===== config.mk =====
export PLATFORM = sky130hd
export DESIGN_NAME = gate_count_ctrl
export DESIGN_NICKNAME = d
export VERILOG_FILES = /design/src/rtl/gate_count_ctrl.sv
export SDC_FILE = /design/constraint.sdc
export NUM_CORES = 1
export LEC_CHECK = 0
export CORE_MARGIN = 1
export CORE_UTILIZATION = 52
export CTS_BUF_LIST = sky130_fd_sc_hd__clkbuf_2
export CTS_CLUSTER_DIAMETER = 150
export DETAILED_ROUTE_END_ITERATION = 6
export PLACE_DENSITY = 0.87
export SLEW_MARGIN = 20
export SYNTH_ARGS = -nofsm -noshare
export SYNTH_HDL_FRONTEND = slang
export SYNTH_SLANG_ARGS = --single-unit

===== constraint.sdc =====
create_clock -name clk -period 3.1 [get_ports clk]
set_input_delay 0.465 -clock clk [delete_from_list [all_inputs] [get_ports clk]]
set_output_delay 0.465 -clock clk [all_outputs]
set_load 0.005 [all_outputs]

===== src/rtl/gate_count_ctrl.sv =====
// Gate controller for an external W-bit event counter: conditions evt_in into one
// cnt_en pulse per rising edge, clears the counter per window and latches its count.
module gate_count_ctrl #(
  parameter int W    = 8,
  parameter int TW   = 16,
  parameter int SYNC = 2
) (
  input  logic          clk,
  input  logic          clr,
  input  logic          start,
  input  logic          cont,
  input  logic [TW-1:0] gate_len,
  input  logic          evt_in,
  input  logic [W-1:0]  cnt_q,
  output logic          cnt_en,
  output logic          cnt_sclr_n,
  output logic [W-1:0]  result,
  output logic          result_valid,
  output logic          overflow,
  output logic          busy,
  output logic [2:0]    state_dbg
);

  typedef enum logic [2:0] {
    IDLE   = 3'd0,
    CLEAR  = 3'd1,
    GATE   = 3'd2,
    SETTLE = 3'd3,
    LATCH  = 3'd4
  } state_t;

  state_t          state;
  logic [SYNC-1:0] sync_q;
  logic            edge_q;
  logic            evt_rise;
  logic [TW-1:0]   len_q;
  logic [TW-1:0]   timer;
  logic            ovf_win;

  assign state_dbg = state;

  // evt_in is asynchronous: metastability chain, then a delayed copy for edge detect.
  always_ff @(posedge clk or posedge clr) begin
    if (clr) begin
      sync_q <= '0;
      edge_q <= 1'b0;
    end else begin
      sync_q <= {sync_q[SYNC-2:0], evt_in};
      edge_q <= sync_q[SYNC-1];
    end
  end

  assign evt_rise = sync_q[SYNC-1] & ~edge_q;

  always_ff @(posedge clk or posedge clr) begin
    if (clr) begin
      state        <= IDLE;
      cnt_en       <= 1'b0;
      cnt_sclr_n   <= 1'b1;
      result       <= '0;
      result_valid <= 1'b0;
      overflow     <= 1'b0;
      busy         <= 1'b0;
      timer        <= '0;
      ovf_win      <= 1'b0;
      len_q        <= '0;
    end else begin
      case (state)
        IDLE: begin
          if (start) begin
            state      <= CLEAR;
            busy       <= 1'b1;
            cnt_sclr_n <= 1'b0;
            len_q      <= (gate_len == '0) ? TW'(1) : gate_len;
          end
        end
        CLEAR: begin
          state      <= GATE;
          cnt_sclr_n <= 1'b1;
          timer      <= len_q;
          ovf_win    <= 1'b0;
          cnt_en     <= evt_rise;
        end
        GATE: begin
          timer <= timer - TW'(1);
          // An increment issued while the counter already reads all-ones wraps it.
          if (cnt_en && (cnt_q == '1))
            ovf_win <= 1'b1;
          if (timer == TW'(1)) begin
            state  <= SETTLE;
            cnt_en <= 1'b0;
          end else begin
            cnt_en <= evt_rise;
          end
        end
        SETTLE: begin
          state        <= LATCH;
          result       <= ovf_win ? '1 : cnt_q;
          overflow     <= ovf_win;
          result_valid <= 1'b1;
        end
        LATCH: begin
          result_valid <= 1'b0;
          if (cont) begin
            state      <= CLEAR;
            cnt_sclr_n <= 1'b0;
            len_q      <= (gate_len == '0) ? TW'(1) : gate_len;
          end else begin
            state <= IDLE;
            busy  <= 1'b0;
          end
        end
        default: begin
          state        <= IDLE;
          busy         <= 1'b0;
          cnt_en       <= 1'b0;
          cnt_sclr_n   <= 1'b1;
          result_valid <= 1'b0;
        end
      endcase
    end
  end

endmodule

# [Yosys cells after proc, flatten, opt, wreduce, memory -nomap -nowiden]
# Cells that the tools add are included.
[op_classes] addsub=1 mul=0 n_div=0 magnitude_cmp=0 eq_ne=11 shift=0 mux=21 bitwise_logic=4 reduce_logical=14
[ops] op="$pmux 16 s2" count=2
[ops] op="$mux 16" count=3
[ops] op="$eq 16x1->1 const B" count=1
[ops] op="$logic_not 16->1" count=1
[ops] op="$sub 16x1->16 const B" count=1
[ops] op="$pmux 3 s5" count=1
[ops] op="$ne 2x2->1 const B" count=5
[ops] op="$pmux 1 s3" count=3
[ops] op="$reduce_and 3->1" count=3
[ops] op="$reduce_or 3->1" count=3
[ops] op="$eq 8x8->1 const B" count=1
[ops] op="$mux 8" count=1
[ops] op="$mux 1" count=7
[ops] op="$eq 3x2->1 const B" count=2
[ops] op="$mux 3" count=2
[ops] op="$pmux 1 s2" count=2
[ops] op="$reduce_and 2->1" count=2
[ops] op="$reduce_bool 2->1" count=2
[ops] op="$eq 3x1->1 const B" count=1
[ops] op="$eq 3x3->1 const B" count=1
[ops] op="$logic_not 3->1" count=1
[ops] op="$not 1->1" count=3
[ops] op="$reduce_or 2->1" count=1
[ops] op="$and 1x1->1" count=1
[ops] op="$logic_and 1x1->1" count=1
[word_totals] ff_bits=52 latch_bits=0 ram_bits=0 mem_bits_ro=0 out_inout_bits=16 memories=0

# [Depth between registers and ports, before layout]
# Gate-level depths: netlist (run 1).
[depth] ltp_word=4 depth_mapped=6

# [Least setup slack after synthesis (run 1)]
# OpenSTA, ideal clock, no wires.
[synth_path] path_kind="register -> register" startpoint="reg timer[6]" endpoint="reg timer[13]" setup_time_ns=0.069 t_arrival_ns=1.838 setup_slack_ns=1.193 stages_incl_launch_ff=5 synth_period_minus_slack_ns=1.907 cell_sequence="dfrtp_1 or4_4 or3_4 or4b_1 nand3_1"
[synth_via] elab_chain_cells=2
[synth_lines] item="start, declared" line="37" text="logic [TW-1:0] timer;"
[synth_lines] item="start signal, assigned" line="80" text="timer <= len_q;"
[synth_lines] item="start signal, assigned" line="85" text="timer <= timer - TW'(1);"
[synth_lines] item="$sub 16x1->16" line="85"
[synth_lines] item="$pmux 16 s2" line="68" text="case (state)"
# No other way between the ends.
# A chain may end at the register's enable or synchronous reset.

# [Worst setup path after layout (run 1)]
[layout_path] startpoint="reg state[2] (netlist: state_dbg[2])" endpoint="out state_dbg[2]"
[layout_lines] item="start, declared" line="32" text="state_t state;"
[layout_lines] item="start signal, assigned" line="57" text="state <= IDLE;"
[layout_lines] item="start signal, assigned" line="71" text="state <= CLEAR;"
[layout_lines] item="start signal, assigned" line="78" text="state <= GATE;"
[layout_lines] item="end, declared" line="21" text="output logic [2:0] state_dbg"
# No word-level cell between the ends.

==> out/results.ini, run 1 <==
[setup_path]
start_kind=register
path_delay_family=flip-flops
path_cells=clkdlybuf4s50_1
cp.buffers_inverters=1
slowest_delay_ns=0.69
cp-end-kind=output pin
worstPathRequired_ns=2.63
slowest_stage=dfrtp_1
critPathMaxFanout=16
cp_data_arrival_time_ns=1.73
crit_type=reg2out

[hold_path]
min_path_type=in2async

[detailed_routing]
via_per_inst=6.030
wirelength_mm=5.022
drtIter0Drc=134
vias=2008
routedWlPerCell_um=15.08
drc=0
ant_nets=0
dr.pass1.iters=5

[clock_network]
clkLatencyLatePin_ns=0.44
cts_sinks=52
htreeDepth=2
post_cts_buffers=0
numCtsBuffers=5
cts_hold_buf=0
cts_tree=done
path_clk_slew_ns=0.25
root_buffer=clkbuf_2
clockBufferDepth=2
post_cts_resized=0

[timing]
fin_ws_ns=0.9047
rsz0062_at_grt=no
hold_viol=0
slew_headroom_pct=57.72
setup_tns_ns=0
tightest_slew_ns=0.6290
finalMaxSlewViolations=0
fin_crit_sh_pct=70.82
skew_ns=0.03452
fin_crit_ns=2.195
fmax_mhz=455.5
setup_viol=0

[finish]
areaGrowthSynthToFinish_pct=22.41
fill_cells=361
final_common_cell=dfrtp_1
fin_nets=312
drive_above_1_share_pct=9.253
final_cell_mix=dfrtp_1, clkdlybuf4s50_1, nand2_1
final_area_sq_um=2932
n_antenna_cell=0

[floorplan]
fp.coreArea_sq_um=4384
ios=45
die_x_um=69.86
die_area_sq_um=4880
fp.dieH_um=69.86
rows=24
start_util_pct=54.62

[placed_design]
hpwl_mm=3.720
detailed_place.area_sq_um=2894
io_buffers=44
dp_slack_ns=0.8581
place_congestion=0.8243

[synthesis]
ys_ff_latch=52
synthFlopType=dfrtp_1
yosysUniqueCellTypes=41
syn_area_sq_um=2395
syn_nets=267
synth_edf_count=0
yosysSeqAreaShare_pct=54.39
syn_inst=236
yosys_warnings=0
syn_avg_cell_area_sq_um=10.15
synth-async-reset-ratio_pct=100.0

[job]
cap_violations=0

[grt]
grt_first_pass_wirelength_mm=8.569
grt_start_max_net_pins=32
track_usage_pct=22.23
grt_pass1_vias=1853
gr-total-overflow=0
antenna_found_initial=0

[pwr]
power_leakage_nw=1.266
power.density_nw_per_um2=341.2
ir_drop_mv=0.2892

[status]
outcome=finished, final reports clean

-- layer usage --
layer	up-vias	part of all wire, %	track usage, %
met5	-	0	0
met4	0	1.7	9.778
met3	11	4.6	3.319
met2	68	46	33.97
met1	960	47	31.71
li1	969	-	-
-- sequential cells by signal (all words and copies together) (netlist names) --
name          cells
edge_q            1
overflow          1
state_dbg         3
ovf_win           1
len_q            16
result            8
result_valid      1
timer            16
cnt_en            1
busy              1
cnt_sclr_n        1
sync_q            2
-- through the flow --
stage	util (%)	total power, mW	cells	hold slack [ns]
6_report	66.87	1.000	333	0.3778
5_1_grt	66.87	1.040	333	0.3995
4_1_cts	66.87	1.009	333	0.3863
3_5_place_dp	66.01	0.7640	326	0.3410
3_3_place_gp	66.01	0.7627	326	0.3366
2_1_floorplan	-	0.7139	236	0.3312
-- cell type report --
cell class / count / area, sq um / area share (%)
flip-flops and latches: 52 / 1303 / 44.43
well taps: 52 / 65.06 / 2.219
repair buffers: 49 / 478.0 / 16.30
inverters: 10 / 37.54 / 1.280
clock inverters: 2 / 12.51 / 0.4268
clock buffers: 5 / 25.02 / 0.8536
multi-input cells: 163 / 1011 / 34.49
-- synthesized netlist by cell type, drive strengths merged (2+ instances only) --
cell,n,share of area [%]
dfrtp,51,53
nand2,29,4.5
o21ai,19,4.0
nor2,18,2.8
a22o,12,4.4
nor4,11,3.1
inv,10,1.6
a21oi,9,1.9
nand3,9,1.9
clkbuf,7,1.1
o211ai,6,1.9
mux2,5,2.4
o311ai,5,1.8
a221o,4,1.7
buf,4,0.73
nor3b,4,1.3
nand4,3,0.78
nor3,3,0.63
or3,3,1.0
a22oi,2,0.63
a2bb2oi,2,0.73
ha,2,1.0
nand3b,2,0.63
o22ai,2,0.52
or3b,2,0.73
-- path summary, 6_finish.rpt --
check,slack (ns),end,start,cells past startpoint
max,0.90,state_dbg[2],state_dbg[2],1
min,0.38,timer[11],clr,2
max reg2reg,0.96,timer[11],timer[2],4
min reg2reg,0.38,sync_q[1],sync_q[0],0
max in group asynchronous,1.99,cnt_sclr_n,clr,3
min in group clk,0.38,sync_q[1],sync_q[0],0
-- power by group --
part	switching, mW	internal (mW)
clock	0.200	0.0496
sequential	0.00300	0.683
combinational	0.0270	0.0381
-- cell families (layout without fill, tap and decap cells) --
group / Yosys count / count (layout) / share of synthesized area [%]
mux: 5 / 5 / 2.351
simple gates: 90 / 90 / 19.49
flops: 52 / 52 / 54.39
fa+ha+maj: 2 / 2 / 1.045
buf+inv: 21 / 66 / 3.397
compound gates: 66 / 66 / 19.33
Power figures use the tool's default switching activity.
==> inputs of run 2 (changes only) <==
clock period = 2.2 ns   (was 3.1 ns; I/O delays follow)
==> out/results.ini, run 2 (synthesis results as in run 1) <==
[finish]
final_area_sq_um=2992  ; +2.0%
final_common_cell=dfrtp_1
final_cell_mix=dfrtp_1, clkdlybuf4s50_1, nand2_1
reg.largest.list=len_q x16, timer x16, result x8
fin_cells=337  ; +1.2%
fill_cells=334  ; -7.5%
final_util_pct=68.24  ; +1.4 points
n_antenna_cell=0  ; unchanged
drive_above_1_share_pct=9.825  ; +0.57 points
areaGrowthSynthToFinish_pct=24.92
fin_nets=315  ; +0.96%

[setup_path]
crit_type=reg2reg
start_kind=register
worstPathRequired_ns=2.58  ; -0.05 ns
slowest_stage=or4_4
slowest_delay_ns=0.58  ; -0.11 ns
rr_worst_depth=4  ; unchanged
path_delay_family=simple AND/OR/NAND/NOR gates
critPathMaxFanout=8  ; -8
cp_data_arrival_time_ns=2.41  ; +0.68 ns
path_cells=or4_4 -> or3_4 -> or4b_1 -> nand3_1
crit_cells=4  ; +3
r2r_start=timer[6]
startpoint=timer[6]
cp-end-kind=register
cp.buffers_inverters=0  ; -1

[clock_network]
clockBufferDepth=2  ; unchanged
post_cts_buffers=0  ; unchanged
clkLatencyLatePin_ns=0.42  ; -0.02 ns
cts_sinks=52  ; unchanged
htreeDepth=2  ; unchanged
numCtsBuffers=5  ; unchanged
root_buffer=clkbuf_2
post_cts_resized=0  ; unchanged
cts_hold_buf=0  ; unchanged
path_clk_slew_ns=0.24  ; about the same
cts_tree=done

[pwr]
pwr-share-clk_pct=30.6  ; +5.7 points
ir_drop_mv=0.3706  ; +28%
p_comb_share_pct=6.2  ; -0.3 points
p_sw_mw=0.3254  ; +42%
power.density_nw_per_um2=511.1  ; +50%
swShare_pct=21.28  ; -1.7 points
p_total_mw=1.529  ; +53%
power_leakage_nw=1.299  ; +2.6%
p_int_mw=1.204  ; +56%
pwr-share-seq_pct=63.2  ; -5.4 points

[floorplan]
ios=45  ; unchanged
fp.dieH_um=69.86  ; unchanged
fp.coreArea_sq_um=4384  ; unchanged
die_area_sq_um=4880  ; unchanged
die_x_um=69.86  ; unchanged
start_util_pct=54.62  ; unchanged
rows=24  ; unchanged

[grt]
gr-total-overflow=0  ; unchanged
grt_start_max_net_pins=28  ; -13%
track_usage_pct=22.55  ; +0.32 points
grt_first_pass_wirelength_mm=8.749  ; +2.1%
antenna_found_initial=0  ; unchanged
grt_pass1_vias=1862  ; +0.49%

[detailed_routing]
drtIter0Drc=138  ; +3.0%
vias=2063  ; +2.7%
dr.pass1.iters=4  ; -1
routedWlPerCell_um=15.42  ; +2.3%
drc=0  ; unchanged
via_per_inst=6.122  ; +1.5%
wirelength_mm=5.197  ; +3.5%
ant_nets=0  ; unchanged

[placed_design]
post-place-cells=329  ; +0.92%
dp_slack_ns=0.1678  ; -0.6903 ns
detailed_place.area_sq_um=2929  ; +1.2%
place_congestion=0.8148  ; -1.2%
io_buffers=44  ; unchanged
hpwl_mm=3.945  ; +6.0%

[timing]
tightest_slew_ns=0.7745  ; +0.1455 ns
finalMaxSlewViolations=0  ; unchanged
slew_headroom_pct=48.18  ; -9.5 points
fin_crit_ns=2.027
hold_viol=0  ; unchanged
setup_viol=0  ; unchanged
setup_tns_ns=0  ; unchanged
fmax_mhz=493.4
skew_ns=0.01573  ; -0.01879 ns
whs_ns=0.1167  ; -0.2611 ns
rsz0062_at_grt=no
fin_crit_sh_pct=92.13
fin_ws_ns=0.1731  ; -0.7315 ns

[hold_path]
min_path_type=in2async

[job]
cap_violations=0  ; unchanged

[status]
outcome=finished, final reports clean

-- run 2: cell types whose count changed in the layout (fill, tap and decap cells not counted) --
cell        delta
clkinvlp_4     -1
buf_12         +1
buf_4          +2
bufinv_16      +1
clkinv_1       +2
clkinv_2       -1
-- run 2: power groups by stage --
| stage | Combinational (mW) | Clock, mW | Sequential [mW] |
|---|---|---|---|
| after global routing | 0.107 | 0.508 | 0.968 |
| after global placement | 0.0947 | 0 | 0.982 |
| after CTS | 0.0975 | 0.477 | 0.967 |
| final | 0.0952 | 0.467 | 0.967 |
| after detailed placement | 0.0972 | 0 | 0.983 |
| after floorplan | 0.0257 | 0 | 0.980 |
-- run 2: layout make-up --
| class | instances | area [sq um] | area share [%] |
|---|---|---|---|
| clock buffer | 5 | 25.02 | 0.8365 |
| clock inverter | 3 | 37.54 | 1.255 |
| inverter | 10 | 37.54 | 1.255 |
| multi-input combinational | 163 | 1011 | 33.79 |
| sequential | 52 | 1303 | 43.54 |
| tap | 52 | 65.06 | 2.175 |
| timing repair buffer | 52 | 513.0 | 17.15 |
-- run 2: per-layer routing --
layer | global-route usage [%] | vias up | wire (um)
li1 | - | 982 | -
met5 | 0 | - | 0
met4 | 4.889 | 0 | 50
met2 | 36.22 | 64 | 2572
met3 | 4.906 | 6 | 223
met1 | 31.80 | 1011 | 2350
-- run 2: path summary, 6_finish.rpt --
kind,end,slack (ns)
max in group asynchronous,cnt_sclr_n,1.53
worst max register to register,timer[13],0.17
worst max-delay path,timer[13],0.17
min in group clk,sync_q[0],0.31
worst min register to register,sync_q[1],0.40
worst min-delay path,result[5],0.12
